==> config.mk <==
export PLATFORM = sky130hd
export DESIGN_NAME = rr_rsp_router_flat
export DESIGN_NICKNAME = d
export VERILOG_FILES = /design/src/rtl/rr_arb_pkg.sv /design/src/rtl/rr_rsp_router_if.sv /design/src/rtl/rr_idx_fifo.sv /design/src/rtl/rr_rsp_router.sv /design/src/flat_wrapper.sv
export SDC_FILE = /design/constraint.sdc
export NUM_CORES = 1
export LEC_CHECK = 0
export ABC_AREA = 1
export CAP_MARGIN = 0
export CELL_PAD_IN_SITES_DETAIL_PLACEMENT = 1
export CELL_PAD_IN_SITES_GLOBAL_PLACEMENT = 2
export CORE_ASPECT_RATIO = 1.5
export CORE_MARGIN = 5
export CORE_UTILIZATION = 22
export DETAILED_ROUTE_END_ITERATION = 8
export PLACE_DENSITY_LB_ADDON = 0.1
export SLEW_MARGIN = 25
export SYNTH_ARGS = -nofsm -noshare
export SYNTH_HDL_FRONTEND = slang
export SYNTH_SLANG_ARGS = --single-unit
==> constraint.sdc <==
create_clock -name clk -period 2.81 [get_ports clk]
set_input_delay 0.7025 -clock clk [delete_from_list [all_inputs] [get_ports clk]]
set_output_delay 0.7025 -clock clk [all_outputs]
set_load 0.03 [all_outputs]
==> src/rtl/rr_arb_pkg.sv <==
// rr_arb_pkg: helpers shared by the round-robin arbiter and its response router.
//   idx_w()     - encoded index width for N clients (at least 1 bit)
//   is_onehot() - exactly one bit set (all-zero is not one-hot)
//   onehot2bin()- binary index of the set bit of a one-hot vector
// Vectors are passed zero-extended to MAX_REQ bits; callers truncate the result
// to their own index width.
package rr_arb_pkg;

    localparam int unsigned MAX_REQ   = 32;
    localparam int unsigned MAX_IDX_W = 5;

    function automatic int unsigned idx_w(input int unsigned n);
        return (n < 2) ? 1 : $clog2(n);
    endfunction

    function automatic logic is_onehot(input logic [MAX_REQ-1:0] v);
        logic [MAX_REQ-1:0] one;
        one = {{(MAX_REQ-1){1'b0}}, 1'b1};
        return (v != '0) && ((v & (v - one)) == '0);
    endfunction

    function automatic logic [MAX_IDX_W-1:0] onehot2bin(input logic [MAX_REQ-1:0] v);
        logic [MAX_IDX_W-1:0] b;
        b = '0;
        for (int i = 0; i < MAX_REQ; i++) begin
            if (v[i]) begin
                b = b | i[MAX_IDX_W-1:0];
            end
        end
        return b;
    endfunction

endpackage

==> src/rtl/rr_rsp_router_if.sv <==
// rr_rsp_router_if: issue, resource-response and client-response signals of the
// response router.
//   slave  - router side (consumes issue/rsp, drives client responses)
//   master - environment side (arbiter, resource and clients)
interface rr_rsp_router_if #(
    parameter int unsigned NUM_REQ = 4,
    parameter int unsigned DATA_W  = 32
);
    logic               issue_vld;
    logic [NUM_REQ-1:0] issue_gnt;
    logic               issue_stall;
    logic               rsp_vld;
    logic [DATA_W-1:0]  rsp_data;
    logic               rsp_rdy;
    logic [NUM_REQ-1:0] cli_rsp_vld;
    logic [DATA_W-1:0]  cli_rsp_data;
    logic [NUM_REQ-1:0] cli_rsp_rdy;

    modport slave (
        input  issue_vld, issue_gnt, rsp_vld, rsp_data, cli_rsp_rdy,
        output issue_stall, rsp_rdy, cli_rsp_vld, cli_rsp_data
    );

    modport master (
        output issue_vld, issue_gnt, rsp_vld, rsp_data, cli_rsp_rdy,
        input  issue_stall, rsp_rdy, cli_rsp_vld, cli_rsp_data
    );
endinterface

==> src/rtl/rr_idx_fifo.sv <==
// rr_idx_fifo: DEPTH x WIDTH synchronous FIFO holding encoded client indices.
//   clk, rstn      - clock, asynchronous active-low reset
//   push, din      - write request/data (ignored while full, even with a pop)
//   pop, dout      - read request (ignored while empty) / head entry
//   count          - occupancy 0..DEPTH
//   full, empty    - decoded from count
module rr_idx_fifo #(
    parameter int unsigned DEPTH = 8,
    parameter int unsigned WIDTH = 2
) (
    input  logic                   clk,
    input  logic                   rstn,
    input  logic                   push,
    input  logic [WIDTH-1:0]       din,
    input  logic                   pop,
    output logic [WIDTH-1:0]       dout,
    output logic [$clog2(DEPTH):0] count,
    output logic                   full,
    output logic                   empty
);
    localparam int unsigned PTR_W = $clog2(DEPTH);
    localparam int unsigned CNT_W = PTR_W + 1;

    logic [WIDTH-1:0] mem_q [DEPTH];
    logic [PTR_W-1:0] wr_ptr_q, rd_ptr_q;
    logic [CNT_W-1:0] cnt_q;
    logic             push_en, pop_en;

    assign full    = (cnt_q == CNT_W'(DEPTH));
    assign empty   = (cnt_q == '0);
    assign push_en = push & ~full;
    assign pop_en  = pop & ~empty;
    assign count   = cnt_q;
    assign dout    = mem_q[rd_ptr_q];

    // Pointers wrap naturally because DEPTH is a power of two.
    always_ff @(posedge clk or negedge rstn) begin
        if (!rstn) begin
            wr_ptr_q <= '0;
            rd_ptr_q <= '0;
            cnt_q    <= '0;
            for (int i = 0; i < DEPTH; i++) begin
                mem_q[i] <= '0;
            end
        end else begin
            if (push_en) begin
                mem_q[wr_ptr_q] <= din;
                wr_ptr_q        <= wr_ptr_q + PTR_W'(1);
            end
            if (pop_en) begin
                rd_ptr_q <= rd_ptr_q + PTR_W'(1);
            end
            case ({push_en, pop_en})
                2'b10:   cnt_q <= cnt_q + CNT_W'(1);
                2'b01:   cnt_q <= cnt_q - CNT_W'(1);
                default: cnt_q <= cnt_q;
            endcase
        end
    end
endmodule

==> src/rtl/rr_rsp_router.sv <==
// rr_rsp_router: steers in-order resource responses back to the client that was
// granted, using an in-order FIFO of encoded grant indices.
//   clk, rstn    - clock, asynchronous active-low reset
//   bus (slave)  - issue_vld/issue_gnt/issue_stall from/to the arbiter,
//                  rsp_vld/rsp_data/rsp_rdy from/to the resource,
//                  cli_rsp_vld/cli_rsp_data/cli_rsp_rdy to/from the clients
//   outstanding  - tag FIFO occupancy
//   err_unexp    - sticky: response arrived with nothing outstanding (dropped)
//   err_onehot   - sticky: issue_vld with a non-one-hot grant
// Build option RR_RSP_ROUTER_SKID_EN: registers the client outputs through a
// 2-entry skid buffer (1-cycle latency, rsp_rdy independent of cli_rsp_rdy).
module rr_rsp_router
    import rr_arb_pkg::*;
#(
    parameter int unsigned NUM_REQ = 4,
    parameter int unsigned DEPTH   = 8,
    parameter int unsigned DATA_W  = 32
) (
    input  logic                   clk,
    input  logic                   rstn,
    rr_rsp_router_if.slave         bus,
    output logic [$clog2(DEPTH):0] outstanding,
    output logic                   err_unexp,
    output logic                   err_onehot
);
    localparam int unsigned IDX_W = idx_w(NUM_REQ);

    logic [MAX_REQ-1:0] gnt_ext;
    logic               gnt_ok;
    logic [IDX_W-1:0]   issue_idx;
    logic [IDX_W-1:0]   head;
    logic               fifo_full, fifo_empty, fifo_pop;
    logic               err_unexp_q, err_onehot_q;

    always_comb begin
        gnt_ext                = '0;
        gnt_ext[NUM_REQ-1:0]   = bus.issue_gnt;
        gnt_ok                 = is_onehot(gnt_ext);
        issue_idx              = IDX_W'(onehot2bin(gnt_ext));
    end

    rr_idx_fifo #(
        .DEPTH (DEPTH),
        .WIDTH (IDX_W)
    ) u_fifo (
        .clk   (clk),
        .rstn  (rstn),
        .push  (bus.issue_vld & gnt_ok),
        .din   (issue_idx),
        .pop   (fifo_pop),
        .dout  (head),
        .count (outstanding),
        .full  (fifo_full),
        .empty (fifo_empty)
    );

    assign bus.issue_stall = fifo_full;

    always_ff @(posedge clk or negedge rstn) begin
        if (!rstn) begin
            err_unexp_q  <= 1'b0;
            err_onehot_q <= 1'b0;
        end else begin
            // With the FIFO empty rsp_rdy is forced high, so the beat is dropped.
            if (bus.rsp_vld && fifo_empty) begin
                err_unexp_q <= 1'b1;
            end
            if (bus.issue_vld && !gnt_ok) begin
                err_onehot_q <= 1'b1;
            end
        end
    end

    assign err_unexp  = err_unexp_q;
    assign err_onehot = err_onehot_q;

`ifdef RR_RSP_ROUTER_SKID_EN
    // Entry 0 is the one presented to the clients; entry 1 is the overflow slot.
    logic [1:0]        skid_cnt_q, skid_cnt_d;
    logic [IDX_W-1:0]  s0_idx_q, s0_idx_d, s1_idx_q, s1_idx_d;
    logic [DATA_W-1:0] s0_data_q, s0_data_d, s1_data_q, s1_data_d;
    logic              skid_acc, skid_drn;

    always_comb begin
        bus.rsp_rdy  = fifo_empty | (skid_cnt_q != 2'd2);
        skid_acc     = bus.rsp_vld & ~fifo_empty & (skid_cnt_q != 2'd2);
        skid_drn     = (skid_cnt_q != 2'd0) & bus.cli_rsp_rdy[s0_idx_q];
        fifo_pop     = skid_acc;

        bus.cli_rsp_vld = '0;
        if (skid_cnt_q != 2'd0) begin
            bus.cli_rsp_vld[s0_idx_q] = 1'b1;
        end
        bus.cli_rsp_data = s0_data_q;

        skid_cnt_d = skid_cnt_q;
        s0_idx_d   = s0_idx_q;
        s0_data_d  = s0_data_q;
        s1_idx_d   = s1_idx_q;
        s1_data_d  = s1_data_q;
        case ({skid_acc, skid_drn})
            2'b10: begin
                if (skid_cnt_q == 2'd0) begin
                    s0_idx_d  = head;
                    s0_data_d = bus.rsp_data;
                end else begin
                    s1_idx_d  = head;
                    s1_data_d = bus.rsp_data;
                end
                skid_cnt_d = skid_cnt_q + 2'd1;
            end
            2'b01: begin
                s0_idx_d   = s1_idx_q;
                s0_data_d  = s1_data_q;
                skid_cnt_d = skid_cnt_q - 2'd1;
            end
            2'b11: begin
                // Accept only happens below 2 entries, so here the count is 1.
                s0_idx_d  = head;
                s0_data_d = bus.rsp_data;
            end
            default: ;
        endcase
    end

    always_ff @(posedge clk or negedge rstn) begin
        if (!rstn) begin
            skid_cnt_q <= 2'd0;
            s0_idx_q   <= '0;
            s0_data_q  <= '0;
            s1_idx_q   <= '0;
            s1_data_q  <= '0;
        end else begin
            skid_cnt_q <= skid_cnt_d;
            s0_idx_q   <= s0_idx_d;
            s0_data_q  <= s0_data_d;
            s1_idx_q   <= s1_idx_d;
            s1_data_q  <= s1_data_d;
        end
    end
`else
    always_comb begin
        bus.cli_rsp_vld  = '0;
        bus.cli_rsp_data = bus.rsp_data;
        bus.rsp_rdy      = 1'b1;
        fifo_pop         = 1'b0;
        if (!fifo_empty) begin
            bus.rsp_rdy           = bus.cli_rsp_rdy[head];
            bus.cli_rsp_vld[head] = bus.rsp_vld;
            fifo_pop              = bus.rsp_vld & bus.cli_rsp_rdy[head];
        end
    end
`endif

endmodule

==> src/flat_wrapper.sv <==
// flat-port wrapper written by rule: the top's interface ports become plain ports
module rr_rsp_router_flat import rr_arb_pkg::*;
#(
    parameter int unsigned NUM_REQ = 4,
    parameter int unsigned DEPTH   = 8,
    parameter int unsigned DATA_W  = 32
)
  (clk, rstn, outstanding, err_unexp, err_onehot, bus_issue_vld, bus_issue_gnt, bus_rsp_vld, bus_rsp_data, bus_cli_rsp_rdy, bus_issue_stall, bus_rsp_rdy, bus_cli_rsp_vld, bus_cli_rsp_data);
  rr_rsp_router_if #(.NUM_REQ(NUM_REQ), .DATA_W(DATA_W)) bus_i ();
  input  logic clk;
  input  logic rstn;
  output logic [$clog2(DEPTH):0] outstanding;
  output logic err_unexp;
  output logic err_onehot;
  input wire logic [$bits(bus_i.issue_vld)-1:0] bus_issue_vld;
  input wire logic [$bits(bus_i.issue_gnt)-1:0] bus_issue_gnt;
  input wire logic [$bits(bus_i.rsp_vld)-1:0] bus_rsp_vld;
  input wire logic [$bits(bus_i.rsp_data)-1:0] bus_rsp_data;
  input wire logic [$bits(bus_i.cli_rsp_rdy)-1:0] bus_cli_rsp_rdy;
  output wire logic [$bits(bus_i.issue_stall)-1:0] bus_issue_stall;
  output wire logic [$bits(bus_i.rsp_rdy)-1:0] bus_rsp_rdy;
  output wire logic [$bits(bus_i.cli_rsp_vld)-1:0] bus_cli_rsp_vld;
  output wire logic [$bits(bus_i.cli_rsp_data)-1:0] bus_cli_rsp_data;
  assign bus_i.issue_vld = bus_issue_vld;
  assign bus_i.issue_gnt = bus_issue_gnt;
  assign bus_i.rsp_vld = bus_rsp_vld;
  assign bus_i.rsp_data = bus_rsp_data;
  assign bus_i.cli_rsp_rdy = bus_cli_rsp_rdy;
  assign bus_issue_stall = bus_i.issue_stall;
  assign bus_rsp_rdy = bus_i.rsp_rdy;
  assign bus_cli_rsp_vld = bus_i.cli_rsp_vld;
  assign bus_cli_rsp_data = bus_i.cli_rsp_data;
  rr_rsp_router #(.NUM_REQ(NUM_REQ), .DEPTH(DEPTH), .DATA_W(DATA_W)) u_core (.clk(clk), .rstn(rstn), .bus(bus_i), .outstanding(outstanding), .err_unexp(err_unexp), .err_onehot(err_onehot));
endmodule
Word-level counts from Yosys, hierarchy flattened. Cells that the tools add are included.

Bits in latches: 0. Input bits: 44. Word-level logic and storage cells: 63. Bits in registers: 28. Memories kept: 0. Memory bits (writable): 0. Bits in read-only memories: 0.

Mux-type cells: 17. Shift-type cells: 0. Add/subtract/negate cells: 5. Div/mod/pow operators: 0. Order comparisons: 5. Bitwise operators: 10. Multipliers: 0. Equal/unequal tests: 3. Reductions and logical operators: 10.

Operator list (count): $and A4 B32 Y32 (1); $logic_not A32 Y1 (1); $bwmux W16 (1); $mux W2 (5); $ge A4 B4 Y1 const B (2); $not A3 Y4 (2); $pmux W4 S2 (1); $add A3 B1 Y3 const B (2); $bmux W2 S3 (1); $demux W2 S3 (1); $logic_and A1 B1 Y1 (5); $mux W1 (5); $sub A4 B1 Y5 const B (1); $add A4 B1 Y4 const B (1); $and A1 B1 Y1 (4); $and A4 B4 Y4 (1); $eq A4 B4 Y1 const B (1); $logic_not A4 Y1 (1); $lt A4 B1 Y1 const B (1); $mux W4 (1); $reduce_bool A4 Y1 (1); $sub A4 B1 Y4 const B (1); $lt A2 B3 Y1 const B (1); $bmux W1 S2 (1); 7 further kinds (8).

Logic depth before layout (Yosys ltp).
Word-level depth: 11. Mapped depth: 18.

Hierarchy. A second synthesis with hierarchy kept.

Cells, all modules: 246. Area, all modules: 1833.0 um^2.

By module, submodules not included: rr_idx_fifo (times used 1, area an instance 1381.3 um^2, sequential area each 650.6 um^2, cells each 172); rr_rsp_router (times used 1, area an instance 451.7 um^2, sequential area each 50.0 um^2, cells each 74).

Worst setup path after synthesis. No wires, ideal clock.

Path type: reg-to-reg. Start: register u_core.u_fifo.cnt_q[0] (netlist: u_core.u_fifo.count[0]). End: register u_core.u_fifo.cnt_q[3] (netlist: u_core.u_fifo.count[3]). Slack: 0.235 ns. Arrival time: 2.444 ns. Data required time: 2.679 ns. Cell stages (with the launch flop): 13. Clock period less this slack: 2.575 ns. Library setup time: 0.131 ns. Buffers on the path: 0. Cells stage by stage: dfrtp_1 nor2_1 inv_1 nor3_2 nor2_2 nand3_4 ha_1 ha_1 a21oi_1 nand2_1 a21oi_1 o21ai_0 xor2_1.

Longest elaborated chain between the ends: 5.

RTL lines: from (decl) (RTL line rr_idx_fifo.sv:26) `logic [CNT_W-1:0] cnt_q;`; from (signal assigned) (RTL line rr_idx_fifo.sv:54) `2'b10: cnt_q <= cnt_q + CNT_W'(1);`; from (signal assigned) (RTL line rr_idx_fifo.sv:55) `2'b01: cnt_q <= cnt_q - CNT_W'(1);`; from (signal assigned) (RTL line rr_idx_fifo.sv:56) `default: cnt_q <= cnt_q;`; $eq A4 B4 Y1 * (RTL line rr_idx_fifo.sv:29) `assign full = (cnt_q == CNT_W'(DEPTH));`; via bus_issue_stall (RTL line flat_wrapper.sv:20) `output wire logic [$bits(bus_i.issue_stall)-1:0] bus_issue_stall;`; $not A1 Y1 * (RTL line rr_idx_fifo.sv:31) `assign push_en = push & ~full;`; $and A1 B1 Y1 * (RTL line rr_idx_fifo.sv:31); $eq A2 B1 Y1 or $eq A2 B2 Y1 (tied branches) (RTL line rr_idx_fifo.sv:53) `case ({push_en, pop_en})`; $pmux W4 S2 or $reduce_bool A2 Y1 (tied branches).

The timed path passes the listed nets; every way through them passes the cells marked *. A chain may end at the register's enable or synchronous reset.

Worst setup path after layout.
Start: input bus_issue_gnt[2]. End: register u_core.u_fifo.cnt_q[3] (netlist: u_core.u_fifo.count[3]).

Longest elaborated chain between the ends: 8.

RTL lines: from (decl) (RTL line flat_wrapper.sv:16) `input wire logic [$bits(bus_i.issue_gnt)-1:0] bus_issue_gnt;`; $sub A4 B1 Y5 (RTL line rr_arb_pkg.sv:19) `return (v != '0) && ((v & (v - one)) == '0);`; $and A4 B32 Y32 (RTL line rr_arb_pkg.sv:19); $logic_not A32 Y1 (RTL line rr_arb_pkg.sv:19); $logic_and A1 B1 Y1 * (RTL line rr_arb_pkg.sv:19); $and A1 B1 Y1 * (RTL line rr_rsp_router.sv:48) `.push (bus.issue_vld & gnt_ok),`; $and A1 B1 Y1 * (RTL line rr_idx_fifo.sv:31); $eq A2 B1 Y1 or $eq A2 B2 Y1 (tied branches) (RTL line rr_idx_fifo.sv:53); $pmux W4 S2 or $reduce_bool A2 Y1 (tied branches).

Every way passes the cells marked *; elsewhere a longest branch is shown, timed or not.

==> impl_metrics.toml <==
[route]
drtIter0Drc = 31
vias = 1456
ant_nets = 0
drt_wl_total_um = 4680
viasPerCell = 4.08
wl_per_cell_um = 13.1
route.detailed.drc = 0
firstDrtPassIters = 4

[floorplanning]
start_util_pct = 22.2
die_area_um2 = 10400
row_count = 41
core_um2 = 8310
dieHeight_um = 122
die_w_um = 84.8
num_io_pins = 88

[yosys]
synth_top_family_by_area = "simple AND/OR/NAND/NOR gates"
synth-xor-area-share_pct = 2.84
synth_compound_area_share_pct = 7.52
ys_ff_latch = 28
synth.area.mux_share_pct = 0
syn-num-nets = 285
synth_simple_gate_area_share_pct = 27.2
synthAdderAreaFrac_pct = 4.47
ys_warn_count = 0
synthCells = 235
synth_cell_types = 27
synth.yosys.seq_area_share_pct = 37.9
synth.cell_area_um2 = 1850
synth_area_per_cell_um2 = 7.86

[clock_tree]
cts_root_buffer = "clkbuf_16"
htree_levels = 1
cts_hold_buf = 0
clk_pin_slew_worst_paths_ns = 0.07
numCtsBuffers = 3
cts_sinks = 28
insertion_delay_ns = 0.27
cts_tree = "built"
clockBufferDepth = 2

[global_route]
grtUsageTotal_pct = 9.48
antenna_found_initial = 0
grt_pass1_wl_um = 7730
grt_pass1_vias = 1583
grt_start_max_net_pins = 29
grt-ovfl-total = 0

[sta]
fin_crit_ns = 2.68
fin_worst_skew_ns = 0.00209
fin_setup_tns_ns = 0
hold_slack_ns = 0.459
worst_slack_ns = 0.133
worst_pin_slew_ns = 0.400
setup_viol = 0
rsz0062_at_grt = "no"
clock.fmax_mhz = 374
finalHoldViolCount = 0
slew_viol_final = 0
slew_headroom_pct = 73.3
period_share_pct = 95.3

[pwr]
leakage_nw = 1.08
total_power_mw = 2.69
peakVddDrop_mv = 0.388
p_per_area_nw_per_um2 = 1210

[critical_path]
arrival_ns = 2.83
reg2reg_depth = 17
start_kind = "input port"
worstPathMaxFanout = 3
r2r_setup_slack_ns = 0.20
path_class = "in2reg"
startpoint = "bus_issue_gnt[2]"
r2r-start = "u_core.u_fifo.rd_ptr_q[0]$_DFFE_PN0P_"
rr_endpoint = "u_core.u_fifo.count[3]$_DFFE_PN0P_"
required_ns = 2.96
endpoint = "u_core.u_fifo.count[3]$_DFFE_PN0P_"
critPathCaptureType = "register"

[layout]
finalNetCount = 301
fin_util_pct = 26.6
final_common_cell = "nand2_1"
layout_common_cells = "64 x nand2_1, 28 x inv_1, 27 x dfrtp_1"
drive_gt1_share_pct = 20.4
antenna_cells = 0
area_growth_pct = 19.8

[job]
max-cap-violations = 0

[worst_hold_path]
hold_class = "reg2reg"

[placement]
dp_hpwl_um = 3590
place.gp.congestion = 0.682
place_ws_ns = -0.180
io_buffer_count = 23

[run_status]
run_status = "completed"
-- synthesized netlist by cell type, drive strengths merged --
library cell  instances  share of area (%)
a21oi                 4                1.1
inv                  30                6.6
o21ai                20                6.0
nand3                14                5.0
ha                    5                3.4
buf                  33                 13
xnor2                 1               0.47
a21o                  1               0.41
nand3b                1               0.41
fa                    1                1.1
or2                   2               0.81
nor2                 10                3.0
dfrtp                28                 38
nor3                  6                1.9
nand4                 4                1.4
xor2                  5                2.4
nand2                70                 15
-- worst max-delay path, cell delays in order --
cell	delay, ns
clkdlybuf4s50_1	0.42
or2_4	0.28
inv_6	0.05
nand2_2	0.05
o21ai_4	0.07
nand3_4	0.09
ha_1	0.24
ha_1	0.31
a21oi_1	0.16
nand2_1	0.10
a21oi_2	0.12
o21ai_1	0.09
xor2_1	0.14
-- registers in the layout (all words and copies together), names as in the netlist --
| name | cells |
|---|---|
| u_core.u_fifo.mem_q | 16 |
| u_core.u_fifo.wr_ptr_q | 3 |
| u_core.err_unexp | 1 |
| u_core.err_onehot | 1 |
| u_core.u_fifo.count | 4 |
| u_core.u_fifo.rd_ptr_q | 3 |
-- report_power, final --
group	total [mW]	switching (mW)	internal [mW]
Sequential	0.754	0.163	0.591
Clock	0.364	0.145	0.219
Combinational	1.57	0.903	0.666
Total	2.69	1.21	1.48
-- worst min-delay path by stage --
stage / start / endpoint / slack (ns) / cells after the start
after floorplan: rstn / u_core.err_onehot$_DFFE_PN0P_ / 0.41 / 0
after global placement: u_core.err_unexp$_DFFE_PN0P_ / u_core.err_unexp$_DFFE_PN0P_ / 0.44 / 1
after detailed placement: u_core.err_unexp$_DFFE_PN0P_ / u_core.err_unexp$_DFFE_PN0P_ / 0.45 / 1
after CTS: u_core.err_unexp$_DFFE_PN0P_ / u_core.err_unexp$_DFFE_PN0P_ / 0.47 / 1
after global routing: u_core.err_unexp$_DFFE_PN0P_ / u_core.err_unexp$_DFFE_PN0P_ / 0.49 / 1
final: u_core.err_unexp$_DFFE_PN0P_ / u_core.err_unexp$_DFFE_PN0P_ / 0.46 / 1
-- per-stage QoR --
stage | area [um^2] | cells
final | 2210 | 357
after global routing | 2210 | 357
after CTS | 2180 | 354
after detailed placement | 2090 | 350
after global placement | 2090 | 350
after floorplan | 1850 | 235
-- metal layers --
layer  vias to the layer above  track usage [%]  part of all wire, %
met5                         -                0                    0
met4                         0             5.94                  2.5
met3                         6             1.28                  3.7
met2                        30             17.1                   53
met1                       680             10.4                   41
li1                        740                -                    -
-- final cells by class --
cell class                 count  area [um^2]
fill                        1040         6100
multi-input combinational    144          791
sequential                    28          702
timing repair buffer          44          375
tap                          107          134
inverter                      30          123
clock buffer                   4         88.8
-- repair_timing --
action,4_1_cts,5_1_grt
gates resized for setup,1,7
endpoints found under the setup margin,2,2
buffers inserted,0,3
-- cells by family after synthesis --
logic type | count (synthesis)
buf+inv | 63
flops | 28
simple gates | 107
compound gates | 25
xor+xnor | 6
fa+ha+maj | 6
(Power assumes the default switching activity.)
==> RTL edit 1, RTL diff (same flow settings) <==
Add a define of `RR_RSP_ROUTER_SKID_EN`.
--- a/src/rtl/rr_rsp_router.sv
+++ b/src/rtl/rr_rsp_router.sv
@@ -10,4 +10,6 @@
 // Build option RR_RSP_ROUTER_SKID_EN: registers the client outputs through a
 // 2-entry skid buffer (1-cycle latency, rsp_rdy independent of cli_rsp_rdy).
+`define RR_RSP_ROUTER_SKID_EN
+
 module rr_rsp_router
     import rr_arb_pkg::*;
Check against the original RTL: not equivalent (a bounded check fails within 4 cycles, from zero or initial values and one cycle with rstn low).
==> RTL edit 1 against the original RTL <==
  * Sequential cell count grew 70
  * Register-to-register slack gained 0.37 ns
  * Power grew to 2.9 times the old value
  * Final area grew to 2.9 times the old value
  * Global-route usage grew 2.9 points
  * Routed wire length grew to 3.1 times the old value
  * Synthesized area grew to 2.6 times the old value
  * Worst setup slack gained 0.022 ns
  * Worst hold slack lost 0.13 ns
  * Largest power group unchanged
==> RTL edit 1: results (changes against the original RTL) <==
| Metric | Value |
|---|---|
| Fillcell total | `2585 (+150%)` |
| Reg area | `2450 um2 (+250%)` |
| FFs & Latches | `98 (+250%)` |
| XOR/XNOR share of the synthesized area | `1.65% (-1.2 points)` |
| Placed cells | `955 (+170%)` |
| Routed met3 length | `485 um (+180%)` |
| WL met1 | `5960 um (+210%)` |
| P_seq | `2.57 mW (+240%)` |
| Synth cell count leaders | `nand2_1, dfrtp_1, o21ai_0, inv_1` |
| Area delta synth->final | `32.4%` |
| Routed met2 length | `7970 um (+220%)` |
| Crit path largest cell delay | `0.67 ns (+0.25 ns)` |
| Met3 Track Usage GR | `2.44% (+1.2 points)` |
| Mapped Avg Cell Area | `7.92 um2 (+0.66%)` |
| Slew margin rel. | `54.5% (-19 points)` |
| Clock Latency Late Sink | `0.35 ns (+0.08 ns)` |
| DR vias | `4158 (+190%)` |
| Met2 usage | `23.2% (+6.1 points)` |
| Synth Area in Compound Gates | `9.36% (+1.8 points)` |
| Multiplexer area fraction after synthesis | `0% (unchanged)` |
| Grt met1 use | `14.0% (+3.6 points)` |
| Invs w/o clock | `59 (+97%)` |
| Fraction of the mapped netlist area in adder cells | `1.83% (-2.6 points)` |
| IO Port Bufs | `87 (+280%)` |
| Post-synthesis sequential area ratio | `51.4% (+13 points)` |
| Switching share of power | `45.5% (+0.44 points)` |
| Vias in the first global route | `4520 (+190%)` |
| First DRT Iteration DRCs | `120 (+290%)` |
| Synth area leaders | `dfrtp_1, nand2_1, o21ai_0` |
| Outcome | `completed` |
| Routability cong. | `0.772 (+13%)` |
| Total GRT Usage | `12.3% (+2.9 points)` |
| Largest net degree at the start of global routing | `55 (+90%)` |
| Multi-input logic area | `1970 um2 (+150%)` |
| Delay-heaviest family, CP | `buffers and inverters` |
| Cell variety after synth | `33 (+22%)` |
| Fraction of area in registers | `38.8% (+7.1 points)` |
| Layout cells sized above 1 | `8.30% (-12 points)` |
| Layout clock buffers | `9 (+5)` |
| Clock share of power | `16.5% (+3.0 points)` |
| # H-tree levels | `3 (+2)` |
| Peak supply drop | `0.463 mV (+19%)` |
| P_leak | `3.04 nW (+180%)` |
| Nets | `745 (+150%)` |
| Post-DP HPWL | `10700 um (+200%)` |
| P_sw | `3.55 mW (+190%)` |
| WL/cell | `15.0 um (+14%)` |
| First-pass GRT wire length | `23900 um (+210%)` |
| HP Class | `primary input to async pin` |
| Placed inst area | `6010 um2 (+190%)` |
| Multi-input gates | `423 (+190%)` |
[RTL edit 1: cell types whose count changed in the layout (fill, tap and decap cells not counted), moves of 10 or more]
cell / before / now
buf_4: 26 / 14
o21ai_0: 2 / 68
clkdlybuf4s50_1: 18 / 86
inv_1: 28 / 53
o21ai_1: 17 / 6
dfrtp_1: 27 / 98
nor2_1: 7 / 17
nand2_1: 64 / 259
[RTL edit 1: worst paths after layout]
kind / from / to / slack, ns / depth (start not counted)
worst max-delay path: u_core.u_fifo.count[2] / bus_rsp_rdy / 0.15 / 4
max in group asynchronous: rstn / u_core.bus.cli_rsp_data[8] / 1.72 / 2
min in group clk: u_core.err_onehot / u_core.err_onehot / 0.47 / 1
worst min-delay path: rstn / u_core.bus.cli_rsp_data[4] / 0.33 / 1
worst max register to register: u_core.u_fifo.count[2] / u_core.u_fifo.count[2] / 0.57 / 10
worst min register to register: u_core.err_onehot / u_core.err_onehot / 0.47 / 1
==> RTL edit 2, RTL diff (same flow settings) <==
Without the edit above. Register the output `err_unexp` once more, cleared by the reset; this adds one clock of latency there. The other outputs are not delayed to match.
--- a/src/rtl/rr_rsp_router.sv
+++ b/src/rtl/rr_rsp_router.sv
@@ -72,5 +72,11 @@
     end
 
-    assign err_unexp  = err_unexp_q;
+    always_ff @(posedge clk or negedge rstn) begin
+        if (!rstn) begin
+            err_unexp <= '0;
+        end else begin
+            err_unexp <= err_unexp_q;
+        end
+    end
     assign err_onehot = err_onehot_q;
 
Function: changed (a bounded check fails within 4 cycles, from zero or initial values and one cycle with rstn low).
==> RTL edit 2 against the original RTL <==
  * Sequential power increased by 3%
  * Final area rose by 3.6%
  * Synthesized area rose by 1.4%
  * Sequential cell count rose by 1
  * Routed wire length decreased by 1.8%
  * Clock power grew 41%
  * Power rose by 5.8%
  * Worst setup slack gained 0.016 ns
  * Sequential share of layout area is essentially flat
  * Final cell count increased by 1.7%
  * Critical endpoint unchanged
  * Largest power group unchanged
  * Highest routed layer unchanged
==> RTL edit 2: results (changes against the original RTL) <==
| Metric | Value |
|---|---|
| Worst path arrival time | `2.82 ns (about the same)` |
| CTS Buf Count | `5 (+2)` |
| Setup slack at placement | `-0.163 ns (+0.0173 ns)` |
| Synthesized Nets | `286 (+0.35%)` |
| Switching share of power | `43.6% (-1.5 points)` |
| Register clock-pin slew on the reported worst setup and hold paths | `0.05 ns (-0.02 ns)` |
| Initial antenna violation count | `0 (unchanged)` |
| DR vias | `1451 (-0.34%)` |
| Synth Area in Compound Gates | `7.41% (-0.10 points)` |
| Outcome | `completed` |
| Cells after Synth | `236 (+0.43%)` |
| Routed met2 length | `2370 um (-4.2%)` |
| Number of flip-flops in the largest register | `16 (unchanged)` |
| Met2 usage | `16.8% (-0.33 points)` |
| Routed met3 length | `230 um (+33%)` |
| Fraction of the mapped netlist area in adder cells | `4.41% (-0.060 points)` |
| Clk buf depth | `2 (unchanged)` |
| First DRT Iteration DRCs | `30 (-3.2%)` |
| Fraction of registers with async set/reset | `100% (unchanged)` |
| Pwr/cell area | `1240 nW/um2 (+2.1%)` |
| Multiplexer area fraction after synthesis | `0% (unchanged)` |
| Post-synthesis sequential area ratio | `38.7% (+0.83 points)` |
| Vias in the first global route | `1569 (-0.88%)` |
| Nets | `305 (+1.3%)` |
| Clk_skew | `0.00522 ns (+0.00313 ns)` |
| YS warnings | `0 (unchanged)` |
| # diodes | `0 (unchanged)` |
| Largest net degree at the start of global routing | `30 (+3.4%)` |
| Total GRT Usage | `9.41% (-0.066 points)` |
| Synth area leaders | `dfrtp_1, buf_4, nand2_1` |
| Placed cells | `352 (+0.57%)` |
| Post-DP HPWL | `3570 um (-0.53%)` |
| Clock Latency Late Sink | `0.28 ns` |
| Clock root cell | `clkbuf_16` |
| P_leak | `1.12 nW (+3.8%)` |
| WL met1 | `1890 um (-1.2%)` |
| Cell variety after synth | `27 (unchanged)` |
| Reg with most FFs | `u_core.u_fifo.mem_q` |
| XOR/XNOR share of the synthesized area | `2.81% (-0.038 points)` |
| Layout cells sized above 1 | `21.1% (+0.69 points)` |
| Peak supply drop | `0.340 mV (-12%)` |
| Max layer used | `met4` |
| First-pass GRT wire length | `7680 um (-0.63%)` |
| Met3 Track Usage GR | `2.07% (+0.79 points)` |
| Synth cell count leaders | `nand2_1, buf_4, dfrtp_1, inv_1, o21ai_1` |
| # H-tree levels | `2 (+1)` |
| Total wire length | `4600 um (-1.8%)` |
| DR vias/cell | `4.00 (-2.0%)` |
| Crit Path Max Fanout | `4 (+1)` |
| Grt met1 use | `10.1% (-0.22 points)` |
| Routability cong. | `0.692 (+1.4%)` |
| Tightest Pin Transition | `0.409 ns (+0.00926 ns)` |
| Placed inst area | `2120 um2 (+1.6%)` |
## RTL edit 2: repair_timing
item | CTS | global route
gates resized for setup | 1 | 5
setup endpoints to repair | 2 | 2
hold buffers | 0 | 0
setup buffers | 0 | 3
## RTL edit 2: power by group through the flow
stage,registers (mW),logic (mW),clock network [mW]
6_report,0.773,1.56,0.513
5_1_grt,0.803,1.77,0.548
4_1_cts,0.790,1.54,0.534
3_5_place_dp,0.795,1.53,0
3_3_place_gp,0.794,1.52,0
2_1_floorplan,0.800,1.01,0
## RTL edit 2: cell type report
type / instances / area [um2]
well taps: 107 / 134
multi-input cells: 144 / 787
flip-flops and latches: 29 / 727
clock buffers: 6 / 129
clock inverters: 2 / 10.0
inverters: 30 / 123
fillers: 1006 / 6070
repair buffers: 45 / 383
## RTL edit 2: critical path: stages
cell and delay, ns:
clkdlybuf4s50_1 0.42, or2_4 0.28, inv_6 0.05, nand2_2 0.05, o21ai_4 0.07, nand3_4 0.08, ha_1 0.24, ha_1 0.32
a21oi_1 0.15, nand2_1 0.07, a21oi_1 0.11, o21ai_0 0.11, xor2_1 0.15
## RTL edit 2: path summary, 6_finish.rpt
| path | end | depth (start not counted) | from | slack (ns) |
|---|---|---|---|---|
| setup reg to reg | u_core.u_fifo.count[3] | 17 | u_core.u_fifo.rd_ptr_q[0] | 0.21 |
| min in group asynchronous | u_core.u_fifo.mem_q[4] | 2 | rstn | 0.84 |
| hold reg to reg | u_core.err_unexp | 0 | u_core.err_unexp_q | 0.38 |
| max in group asynchronous | u_core.u_fifo.rd_ptr_q[0] | 2 | rstn | 1.65 |
| setup / recovery | u_core.u_fifo.count[3] | 13 | bus_issue_gnt[2] | 0.15 |
| hold / removal | u_core.err_unexp | 0 | u_core.err_unexp_q | 0.38 |
